[src/rtl/rv32_mem_pkg.sv]
// Shared encodings for the RV32 memory-access / write-back stage:
// FSM states, func3 load/store widths, write-back select codes.
package rv32_mem_pkg;

    typedef enum logic [1:0] {
        ST_IDLE     = 2'd0,
        ST_REQ      = 2'd1,
        ST_WAIT_RSP = 2'd2,
        ST_DONE     = 2'd3
    } state_e;

    localparam logic [2:0] F3_LB  = 3'b000;
    localparam logic [2:0] F3_LH  = 3'b001;
    localparam logic [2:0] F3_LW  = 3'b010;
    localparam logic [2:0] F3_LBU = 3'b100;
    localparam logic [2:0] F3_LHU = 3'b101;
    localparam logic [2:0] F3_SB  = 3'b000;
    localparam logic [2:0] F3_SH  = 3'b001;
    localparam logic [2:0] F3_SW  = 3'b010;

    localparam logic [1:0] WB_ALU  = 2'b00;
    localparam logic [1:0] WB_LOAD = 2'b01;
    localparam logic [1:0] WB_PC4  = 2'b10;
    localparam logic [1:0] WB_ZERO = 2'b11;

    // Write-back mux; callers pass zero as load_data when no load result exists.
    function automatic logic [31:0] wb_select(input logic [1:0]  sel,
                                              input logic [31:0] alu,
                                              input logic [31:0] pc4,
                                              input logic [31:0] load_data);
        case (sel)
            WB_ALU:  return alu;
            WB_LOAD: return load_data;
            WB_PC4:  return pc4;
            WB_ZERO: return 32'd0;
            default: return 32'd0;
        endcase
    endfunction

endpackage

[src/rtl/load_store_align.sv]
// Combinational lane logic: store byte-enables and lane replication,
// load byte/half extraction with sign or zero extension.
module load_store_align
    import rv32_mem_pkg::*;
(
    input  logic [1:0]  i_addr_lo,
    input  logic [2:0]  i_func3,
    input  logic [31:0] i_store_data,
    input  logic [31:0] i_rdata,
    output logic [3:0]  o_wmask,
    output logic [31:0] o_wdata,
    output logic [31:0] o_load_data
);

    logic [7:0]  w_byte;
    logic [15:0] w_half;

    assign w_byte = i_rdata[{i_addr_lo, 3'b000} +: 8];
    assign w_half = i_addr_lo[1] ? i_rdata[31:16] : i_rdata[15:0];

    // NOTE: each output is given a default before the case, so no path leaves it unassigned and no latch is inferred.
    always_comb begin
        o_wmask = 4'b1111;
        o_wdata = i_store_data;
        case (i_func3)
            F3_SB: begin
                o_wmask = 4'b0001 << i_addr_lo;
                o_wdata = {4{i_store_data[7:0]}};
            end
            F3_SH: begin
                o_wmask = 4'b0011 << {i_addr_lo[1], 1'b0};
                o_wdata = {2{i_store_data[15:0]}};
            end
            F3_SW:   o_wmask = 4'b1111;
            default: ;
        endcase
    end

    always_comb begin
        o_load_data = i_rdata;
        case (i_func3)
            F3_LB:   o_load_data = {{24{w_byte[7]}}, w_byte};
            F3_LBU:  o_load_data = {24'd0, w_byte};
            F3_LH:   o_load_data = {{16{w_half[15]}}, w_half};
            F3_LHU:  o_load_data = {16'd0, w_half};
            F3_LW:   o_load_data = i_rdata;
            default: ;
        endcase
    end

endmodule

[src/rtl/mem_wb_unit.sv]
// Memory-access / write-back stage: data-memory handshake with timeout and registered write-back.
// Define MISALIGN_TRAP_EN to trap misaligned half/word accesses without issuing a memory request.
module mem_wb_unit
    import rv32_mem_pkg::*;
#(
    parameter int TIMEOUT_CYCLES = 16
) (
    input  logic        clk,
    input  logic        rst,
    input  logic        valid_in,
    input  logic [31:0] alu_out,
    input  logic [31:0] op2_regfile_to_mem,
    input  logic        load,
    input  logic        store,
    input  logic [2:0]  func3,
    input  logic [1:0]  mem_to_reg,
    input  logic [31:0] pc_plus4,
    input  logic [4:0]  rd_in,
    input  logic        reg_write_in,
    output logic        stall,
    output logic        mem_req,
    output logic        mem_we,
    output logic [31:0] mem_addr,
    output logic [31:0] mem_wdata,
    output logic [3:0]  mem_wmask,
    input  logic        mem_ready,
    input  logic [31:0] mem_rdata,
    input  logic        mem_rvalid,
    output logic [31:0] wb_mux_out,
    output logic [4:0]  wb_rd,
    output logic        wb_reg_write,
    output logic        wb_valid,
    output logic        mem_err
);

    // Counter must reach TIMEOUT_CYCLES when a load handshakes on the last allowed REQ cycle.
    localparam int CNT_W = (TIMEOUT_CYCLES > 0) ? $clog2(TIMEOUT_CYCLES + 1) : 1;

    state_e           r_state, w_state_next;
    logic [31:0]      r_addr, r_wdata, r_pc4;
    logic [2:0]       r_func3;
    logic [1:0]       r_m2r;
    logic [4:0]       r_rd;
    logic             r_reg_write, r_is_store;
    logic [CNT_W-1:0] r_cnt;
    logic [31:0]      r_wb_mux_out;
    logic [4:0]       r_wb_rd;
    logic             r_wb_reg_write, r_wb_valid, r_mem_err;

    logic        w_in_req, w_busy, w_accept, w_is_mem, w_misalign, w_timeout;
    logic        w_capture, w_wb_load, w_wb_reg_write, w_mem_err;
    logic [31:0] w_wb_data, w_load_data, w_wdata;
    logic [4:0]  w_wb_rd;
    logic [3:0]  w_wmask;

    assign w_in_req  = (r_state == ST_REQ);
    assign w_busy    = w_in_req || (r_state == ST_WAIT_RSP);
    assign w_accept  = valid_in && !w_busy;
    assign w_is_mem  = load || store;
    assign w_timeout = (TIMEOUT_CYCLES > 0) && (r_cnt >= CNT_W'(TIMEOUT_CYCLES - 1));

`ifdef MISALIGN_TRAP_EN
    always_comb begin
        w_misalign = 1'b0;
        if (load)
            w_misalign = ((func3 == F3_LH || func3 == F3_LHU) && alu_out[0]) ||
                         (func3 == F3_LW && alu_out[1:0] != 2'b00);
        else if (store)
            w_misalign = (func3 == F3_SH && alu_out[0]) ||
                         (func3 == F3_SW && alu_out[1:0] != 2'b00);
    end
`else
    assign w_misalign = 1'b0;
`endif

    load_store_align u_align (
        .i_addr_lo    (r_addr[1:0]),
        .i_func3      (r_func3),
        .i_store_data (r_wdata),
        .i_rdata      (mem_rdata),
        .o_wmask      (w_wmask),
        .o_wdata      (w_wdata),
        .o_load_data  (w_load_data)
    );

    always_comb begin
        w_state_next   = r_state;
        w_capture      = 1'b0;
        w_wb_load      = 1'b0;
        w_wb_reg_write = 1'b0;
        w_wb_rd        = r_rd;
        w_wb_data      = 32'd0;
        w_mem_err      = 1'b0;
        case (r_state)
            ST_IDLE, ST_DONE: begin
                w_state_next = ST_IDLE;
                if (w_accept) begin
                    w_wb_rd   = rd_in;
                    w_wb_data = wb_select(mem_to_reg, alu_out, pc_plus4, 32'd0);
                    if (!w_is_mem) begin
                        w_wb_load      = 1'b1;
                        w_wb_reg_write = reg_write_in;
                    end else if (w_misalign) begin
                        w_state_next = ST_DONE;
                        w_wb_load    = 1'b1;
                        w_mem_err    = 1'b1;
                    end else begin
                        w_state_next = ST_REQ;
                        w_capture    = 1'b1;
                    end
                end
            end
            ST_REQ: begin
                if (mem_ready) begin
                    if (r_is_store) begin
                        w_state_next = ST_DONE;
                        w_wb_load    = 1'b1;
                        w_wb_data    = wb_select(r_m2r, r_addr, r_pc4, 32'd0);
                    end else begin
                        w_state_next = ST_WAIT_RSP;
                    end
                end else if (w_timeout) begin
                    w_state_next = ST_DONE;
                    w_wb_load    = 1'b1;
                    w_mem_err    = 1'b1;
                    w_wb_data    = wb_select(r_m2r, r_addr, r_pc4, 32'd0);
                end
            end
            ST_WAIT_RSP: begin
                if (mem_rvalid) begin
                    w_state_next   = ST_DONE;
                    w_wb_load      = 1'b1;
                    w_wb_reg_write = r_reg_write;
                    w_wb_data      = wb_select(r_m2r, r_addr, r_pc4, w_load_data);
                end else if (w_timeout) begin
                    w_state_next = ST_DONE;
                    w_wb_load    = 1'b1;
                    w_mem_err    = 1'b1;
                    w_wb_data    = wb_select(r_m2r, r_addr, r_pc4, 32'd0);
                end
            end
            default: w_state_next = ST_IDLE;
        endcase
    end

    // NOTE: state is updated with non-blocking assignments so every register samples the pre-edge values.
    always_ff @(posedge clk) begin
        if (rst) begin
            r_state        <= ST_IDLE;
            r_addr         <= '0;
            r_wdata        <= '0;
            r_pc4          <= '0;
            r_func3        <= '0;
            r_m2r          <= '0;
            r_rd           <= '0;
            r_reg_write    <= 1'b0;
            r_is_store     <= 1'b0;
            r_cnt          <= '0;
            r_wb_mux_out   <= '0;
            r_wb_rd        <= '0;
            r_wb_reg_write <= 1'b0;
            r_wb_valid     <= 1'b0;
            r_mem_err      <= 1'b0;
        end else begin
            r_state        <= w_state_next;
            r_wb_valid     <= w_wb_load;
            r_wb_reg_write <= w_wb_reg_write;
            r_mem_err      <= w_mem_err;
            if (w_wb_load) begin
                r_wb_mux_out <= w_wb_data;
                r_wb_rd      <= w_wb_rd;
            end
            if (w_capture) begin
                r_addr      <= alu_out;
                r_wdata     <= op2_regfile_to_mem;
                r_pc4       <= pc_plus4;
                r_func3     <= func3;
                r_m2r       <= mem_to_reg;
                r_rd        <= rd_in;
                r_reg_write <= reg_write_in;
                r_is_store  <= store && !load;
                r_cnt       <= '0;
            end else if (w_busy) begin
                r_cnt <= r_cnt + CNT_W'(1);
            end
        end
    end

    assign stall        = w_busy;
    assign mem_req      = w_in_req;
    assign mem_we       = w_in_req && r_is_store;
    assign mem_addr     = w_in_req ? {r_addr[31:2], 2'b00} : 32'd0;
    assign mem_wdata    = mem_we ? w_wdata : 32'd0;
    assign mem_wmask    = mem_we ? w_wmask : 4'd0;
    assign wb_mux_out   = r_wb_mux_out;
    assign wb_rd        = r_wb_rd;
    assign wb_reg_write = r_wb_reg_write;
    assign wb_valid     = r_wb_valid;
    assign mem_err      = r_mem_err;

endmodule

[config.mk]
export PLATFORM = sky130hd
export DESIGN_NAME = mem_wb_unit
export DESIGN_NICKNAME = d
export VERILOG_FILES = /design/src/rtl/rv32_mem_pkg.sv /design/src/rtl/load_store_align.sv /design/src/rtl/mem_wb_unit.sv
export SDC_FILE = /design/constraint.sdc
export NUM_CORES = 1
export LEC_CHECK = 0
export ABC_AREA = 1
export CAP_MARGIN = 10
export CELL_PAD_IN_SITES_DETAIL_PLACEMENT = 0
export CELL_PAD_IN_SITES_GLOBAL_PLACEMENT = 2
export CORE_UTILIZATION = 27
export CTS_CLUSTER_DIAMETER = 30
export CTS_CLUSTER_SIZE = 28
export DETAILED_ROUTE_END_ITERATION = 12
export GPL_TIMING_DRIVEN = 0
export PLACE_DENSITY = 0.95
export SLEW_MARGIN = 20
export SYNTH_ARGS = -nofsm -noshare
export SYNTH_HDL_FRONTEND = slang
export SYNTH_SLANG_ARGS = --single-unit
[constraint.sdc]
create_clock -name clk -period 3.3 [get_ports clk]
set_input_delay 0.66 -clock clk [delete_from_list [all_inputs] [get_ports clk]]
set_output_delay 0.66 -clock clk [all_outputs]
set_load 0.005 [all_outputs]
# After elaboration in Yosys (flattened, before gate mapping)
# Cells that the tools add are included.
# op_classes
n_addsub	1
magnitude_cmp	1
eq_ne	12
shift	3
n_mux	42
n_reduce_logical	15
# op_table
operator	count
32-bit case mux with 3 select lines	3
32-bit case mux with 4 select lines	2
32-bit two-way mux	7
32-bit case mux with 2 select lines	1
32-bit by 6-bit variable part select with 8-bit output	1
1-bit two-way mux	17
16-bit two-way mux	1
2-bit equality test (second input constant)	6
5-bit two-way mux	2
4-bit case mux with 2 select lines	1
2-bit OR reduction	4
2-bit by 1-bit equality test with 1-bit output (second input constant)	3
3-bit equality test (second input constant)	2
2-bit logical NOT	3
2-bit two-way mux	3
1-bit case mux with 3 select lines	2
2-bit case mux with 3 select lines	1
5-bit by 1-bit adder with 5-bit output (second input constant)	1
5-bit by 4-bit >= comparator with 1-bit output (second input constant)	1
4-bit two-way mux	1
1-bit by 2-bit << shifter with 4-bit output (first input constant)	1
2-bit by 2-bit << shifter with 4-bit output (first input constant)	1
3-bit by 1-bit equality test with 1-bit output (second input constant)	1
1-bit logical AND	3
4 further kinds	6
# totals
regBits	155
input_bits	146
output_inout_bits	111
wordCells	89

# Logic depth before layout (Yosys ltp)
# depth
ltp_word	7
ltp_mapped	14
depth_no_buf	13

# Cells and area by module
# A second synthesis with hierarchy kept.
# unflattened
hier_cells	1419
hier_area_um2	9115.0
# by_module_without_submodules
mod	instances	cells_per_inst	area_each_um2	seq_area_each_um2
mem_wb_unit	1	1176	7875.1	3103.0
load_store_align	1	243	1239.9	0.0

# Worst setup path after synthesis
# OpenSTA, ideal clock, no wires.
# synth_path
kind	register to output
startpoint	register r_state[1]
endpoint	output port mem_wdata[14]
arrival_time_ns	1.438
t_required_ns	2.640
slack_ns	1.202
stages_incl_launch_ff	9
path_buffers	2
cell_sequence	dfxtp_1 > inv_1 > ha_1 > buf_2 > nand2_2 > inv_1 > clkbuf_1 > o21ai_0 > a21oi_1
# synth_between
elab_chain_cells	3
# synth_lines
item	line	source
start: declaration	mem_wb_unit.sv:39	state_e r_state, w_state_next;
start signal: assignment	mem_wb_unit.sv:165	r_state <= w_state_next;
2-bit by 1-bit equality test with 1-bit output	mem_wb_unit.sv:56	assign w_in_req = (r_state == ST_REQ);
named net mem_req	mem_wb_unit.sv:21	output logic mem_req,
1-bit logical AND	mem_wb_unit.sv:191	assign mem_we = w_in_req && r_is_store;
named net mem_we	mem_wb_unit.sv:22	output logic mem_we,
32-bit two-way mux	mem_wb_unit.sv:193	assign mem_wdata = mem_we ? w_wdata : 32'd0;
end: declaration	mem_wb_unit.sv:24	output logic [31:0] mem_wdata,
# The timed path passes the listed nets, and every way through them passes these cells.

# Final worst setup path
# layout_path
startpoint	register r_func3[0]
endpoint	output port mem_wdata[8]
# layout_between
elab_chain_cells	3
word_cells_on_any_way	4
classes_between	eq/ne (1); mux (2); reduce/logical (1)
# layout_lines
item	line	source
start: declaration	mem_wb_unit.sv:41	logic [2:0] r_func3;
start signal: assignment	mem_wb_unit.sv:177	r_func3 <= func3;
3-bit by 1-bit equality test with 1-bit output / 3-bit logical NOT (equally long branches)	load_store_align.sv:25	case (i_func3)
32-bit case mux with 2 select lines *	load_store_align.sv:25	
32-bit two-way mux *	mem_wb_unit.sv:193	
# Mark *: on every way between the ends. The rest lies on a longest branch, timed or not.

==> qor.yml <==
grt_overflow_total: 0
finalSetupViolCount: 0
ys_ff_latch: 155
ioPinCount: 257
drtPass1Iterations: 5
dp_slack_ps: 71.77
hold_viol: 0
routed.top_layer: "met4"
cts-root-buf: "clkbuf_16"
drcViolationCount: 0
startpoint_type: "flip-flop"
drive_gt1_share_pct: 7.288
tritoncts: "built"
status: "finished clean"
cp.arrival_ps: 2550
period_share_pct: 97.21
place_hpwl_um: 28990
path_class: "flip-flop to primary output"
dieArea_mm2: 0.03301
syn_area_mm2: 0.008717
numPortBuffers: 253
cts.path.max_buffers: 2
die_y_um: 181.7
grt_max_degree: 19
numCtsBuffers: 17
start_util_pct: 27.55
post_drt_wl_per_cell_um: 18.62
fmax_mhz: 311.7
vdd_drop_max_mv: 0.3819
worst_slack_ps: 91.92
fin_nets: 1757
worstPathRequired_ps: 2640
yosysUniqueCellTypes: 37
tns_ps: 0
path_clk_slew_ps: 80
skew_ps: 15.71
core-area_mm2: 0.03164
cts.sinks: 155
cp-end-kind: "primary output"
area_growth_syn_to_layout_pct: 41.91
fp.dieW_um: 181.7
viasPerCell: 4.852
min_path_type: "flip-flop to flip-flop"
met1Wirelength_um: 17620
slew-limit-headroom_pct: 49.43
grt_pass1_wl_um: 56340
drt-initial-drc-count: 749
via_count: 9815
num_rows: 65
ys_warn_count: 0
netlist_instances: 1333
totalWireLength_um: 37660
wl_met3_um: 2109
power_density_mw_per_mm2: 412.2
clock_latency_ps: 440
slew_viol_final: 0
period_minus_slack_ps: 3208
fillers: 3403
holdWs_ps: 465.0
first_global_vias: 9441
holdBufCountCts: 0
ant_nets: 0
dr_wl_met2_um: 17020
leakagePower_nw: 5.232
tightest_slew_ps: 758.5
gp_congestion: 0.8830
syn_area_per_cell_um2: 6.539
cp_max_fo: 10
antenna_found_initial: 2
yosysSeqAreaShare_pct: 35.60
drv_cap: 0
rsz0062_at_grt: "no"
grt_util_all_layers_pct: 22.57
htreeDepth: 4
flip-flops by register name, summed over array words and instances (netlist names), 2 cells and up:
signal      cells
r_addr         32
r_pc4          32
r_wdata        32
wb_mux_out     32
r_cnt           5
r_rd            5
wb_rd           5
r_func3         3
r_m2r           2
r_state         2
metal layers:
layer | up-vias | global-route usage [%]
met3 | 47 | 3.189
met1 | 4566 | 30.90
met4 | 0 | 7.593
met2 | 369 | 36.20
met5 | - | 0
li1 | 4833 | -
worst max-delay path, stage by stage (launching register included):
cell and delay, ps:
dfxtp_1 380, buf_4 230, nand3_4 180, nand2_1 160, inv_1 110, buf_4 190, a21oi_1 290, clkdlybuf4s50_1 570
kinds of logic (layout without fill, tap and decap cells):
| logic type | Yosys count | in the layout | synth area share [%] |
|---|---|---|---|
| AOI/OAI and AO/OA | 347 | 347 | 22.68 |
| xor gates and xnor gates | 2 | 2 | 0.2010 |
| adders and majority gates | 5 | 5 | 0.7177 |
| buffers and inverters | 335 | 620 | 15.90 |
| DFF | 155 | 155 | 35.60 |
| other | 1 | 4 | 0.04302 |
| and+or+nand+nor | 488 | 488 | 24.86 |
cell usage after synthesis (all sizes together):
cell,n,area share [%]
nand3b,26,2.2
nor3b,1,0.086
nand3,64,4.1
ha,5,0.72
a21oi,90,5.2
a211oi,1,0.086
clkbuf,49,2.1
dfxtp,155,36
a31oi,1,0.072
or2,1,0.072
conb,1,0.043
o21ai,106,6.1
xor2,2,0.20
a21boi,26,2.2
nand2,263,12
a221oi,1,0.10
nor2,128,6.1
inv,242,10
buf,42,3.3
clkinv,2,0.086
nand4,2,0.14
o21bai,1,0.086
o22ai,113,8.1
nor3,3,0.17
o211ai,8,0.69
worst paths after layout:
path | from | to | slack [ps] | depth (start not counted)
setup reg to reg | r_state[0]$_SDFF_PP0_ | r_rd[2]$_SDFFE_PP0P_ | 620 | 8
hold reg to reg | r_wdata[16]$_SDFFE_PP0P_ | r_wdata[16]$_SDFFE_PP0P_ | 470 | 2
setup / recovery | r_func3[0]$_SDFFE_PP0P_ | mem_wdata[8] | 90 | 7
hold / removal | r_wdata[16]$_SDFFE_PP0P_ | r_wdata[16]$_SDFFE_PP0P_ | 470 | 2
what timing repair did:
action                                  CTS  global route
buffers inserted                          0             0
gates cloned                              0             0
gates resized for setup                   6             9
endpoints found under the hold margin     0             0
endpoints found under the setup margin   14            16
power breakdown:
| group | internal [mW] | leakage (nW) | switching, mW |
|---|---|---|---|
| Clock | 1.02 | 0.292 | 0.990 |
| Sequential | 1.98 | 1.27 | 0.0624 |
| Combinational | 0.437 | 3.67 | 0.604 |
| Total | 3.44 | 5.23 | 1.66 |
stage by stage:
step / power [mW] / util [%] / instance area [µm²] / std cells
floorplan: 2.613 / - / 8721 / 1334
global placement: 3.108 / 37.16 / 11760 / 1989
detailed placement: 3.112 / 37.16 / 11760 / 1989
CTS: 5.117 / 39.05 / 12360 / 2021
global route: 5.310 / 39.10 / 12370 / 2023
finish: 5.099 / 39.10 / 12370 / 2023
cell type report:
| cell class | count | area, µm² | area share (%) |
|---|---|---|---|
| multi-input combinational | 844 | 4237 | 34.25 |
| sequential | 155 | 3103 | 25.08 |
| timing repair buffer | 253 | 2532 | 20.47 |
| inverter | 244 | 918.4 | 7.424 |
| tap | 402 | 503.0 | 4.066 |
| buffer | 91 | 483.0 | 3.904 |
| clock buffer | 17 | 425.4 | 3.439 |
| clock inverter | 15 | 163.9 | 1.325 |
| antenna | 2 | 5.005 | 0.04046 |
placed cells by master, fill, tap and decap left out, types with 3 or more instances in the layout:
| master | instances |
|---|---|
| clkinv_4 | 3 |
| nand2_2 | 8 |
| buf_6 | 11 |
| clkbuf_16 | 17 |
| clkbuf_2 | 3 |
| o211ai_1 | 8 |
| inv_8 | 7 |
| buf_2 | 17 |
| nand2_4 | 6 |
| inv_6 | 3 |
| nand3_1 | 60 |
| inv_2 | 10 |
| clkbuf_1 | 45 |
| nor2_1 | 113 |
| a21boi_0 | 25 |
| nor3_1 | 3 |
| o22ai_1 | 113 |
| nand3b_1 | 26 |
| nor2_2 | 13 |
| o21ai_0 | 104 |
| clkdlybuf4s50_1 | 253 |
| buf_1 | 6 |
| inv_1 | 231 |
| nand2_1 | 249 |
| ha_1 | 5 |
| dfxtp_1 | 155 |
| a21oi_1 | 89 |
| buf_4 | 9 |
(Power assumes the default switching activity.)
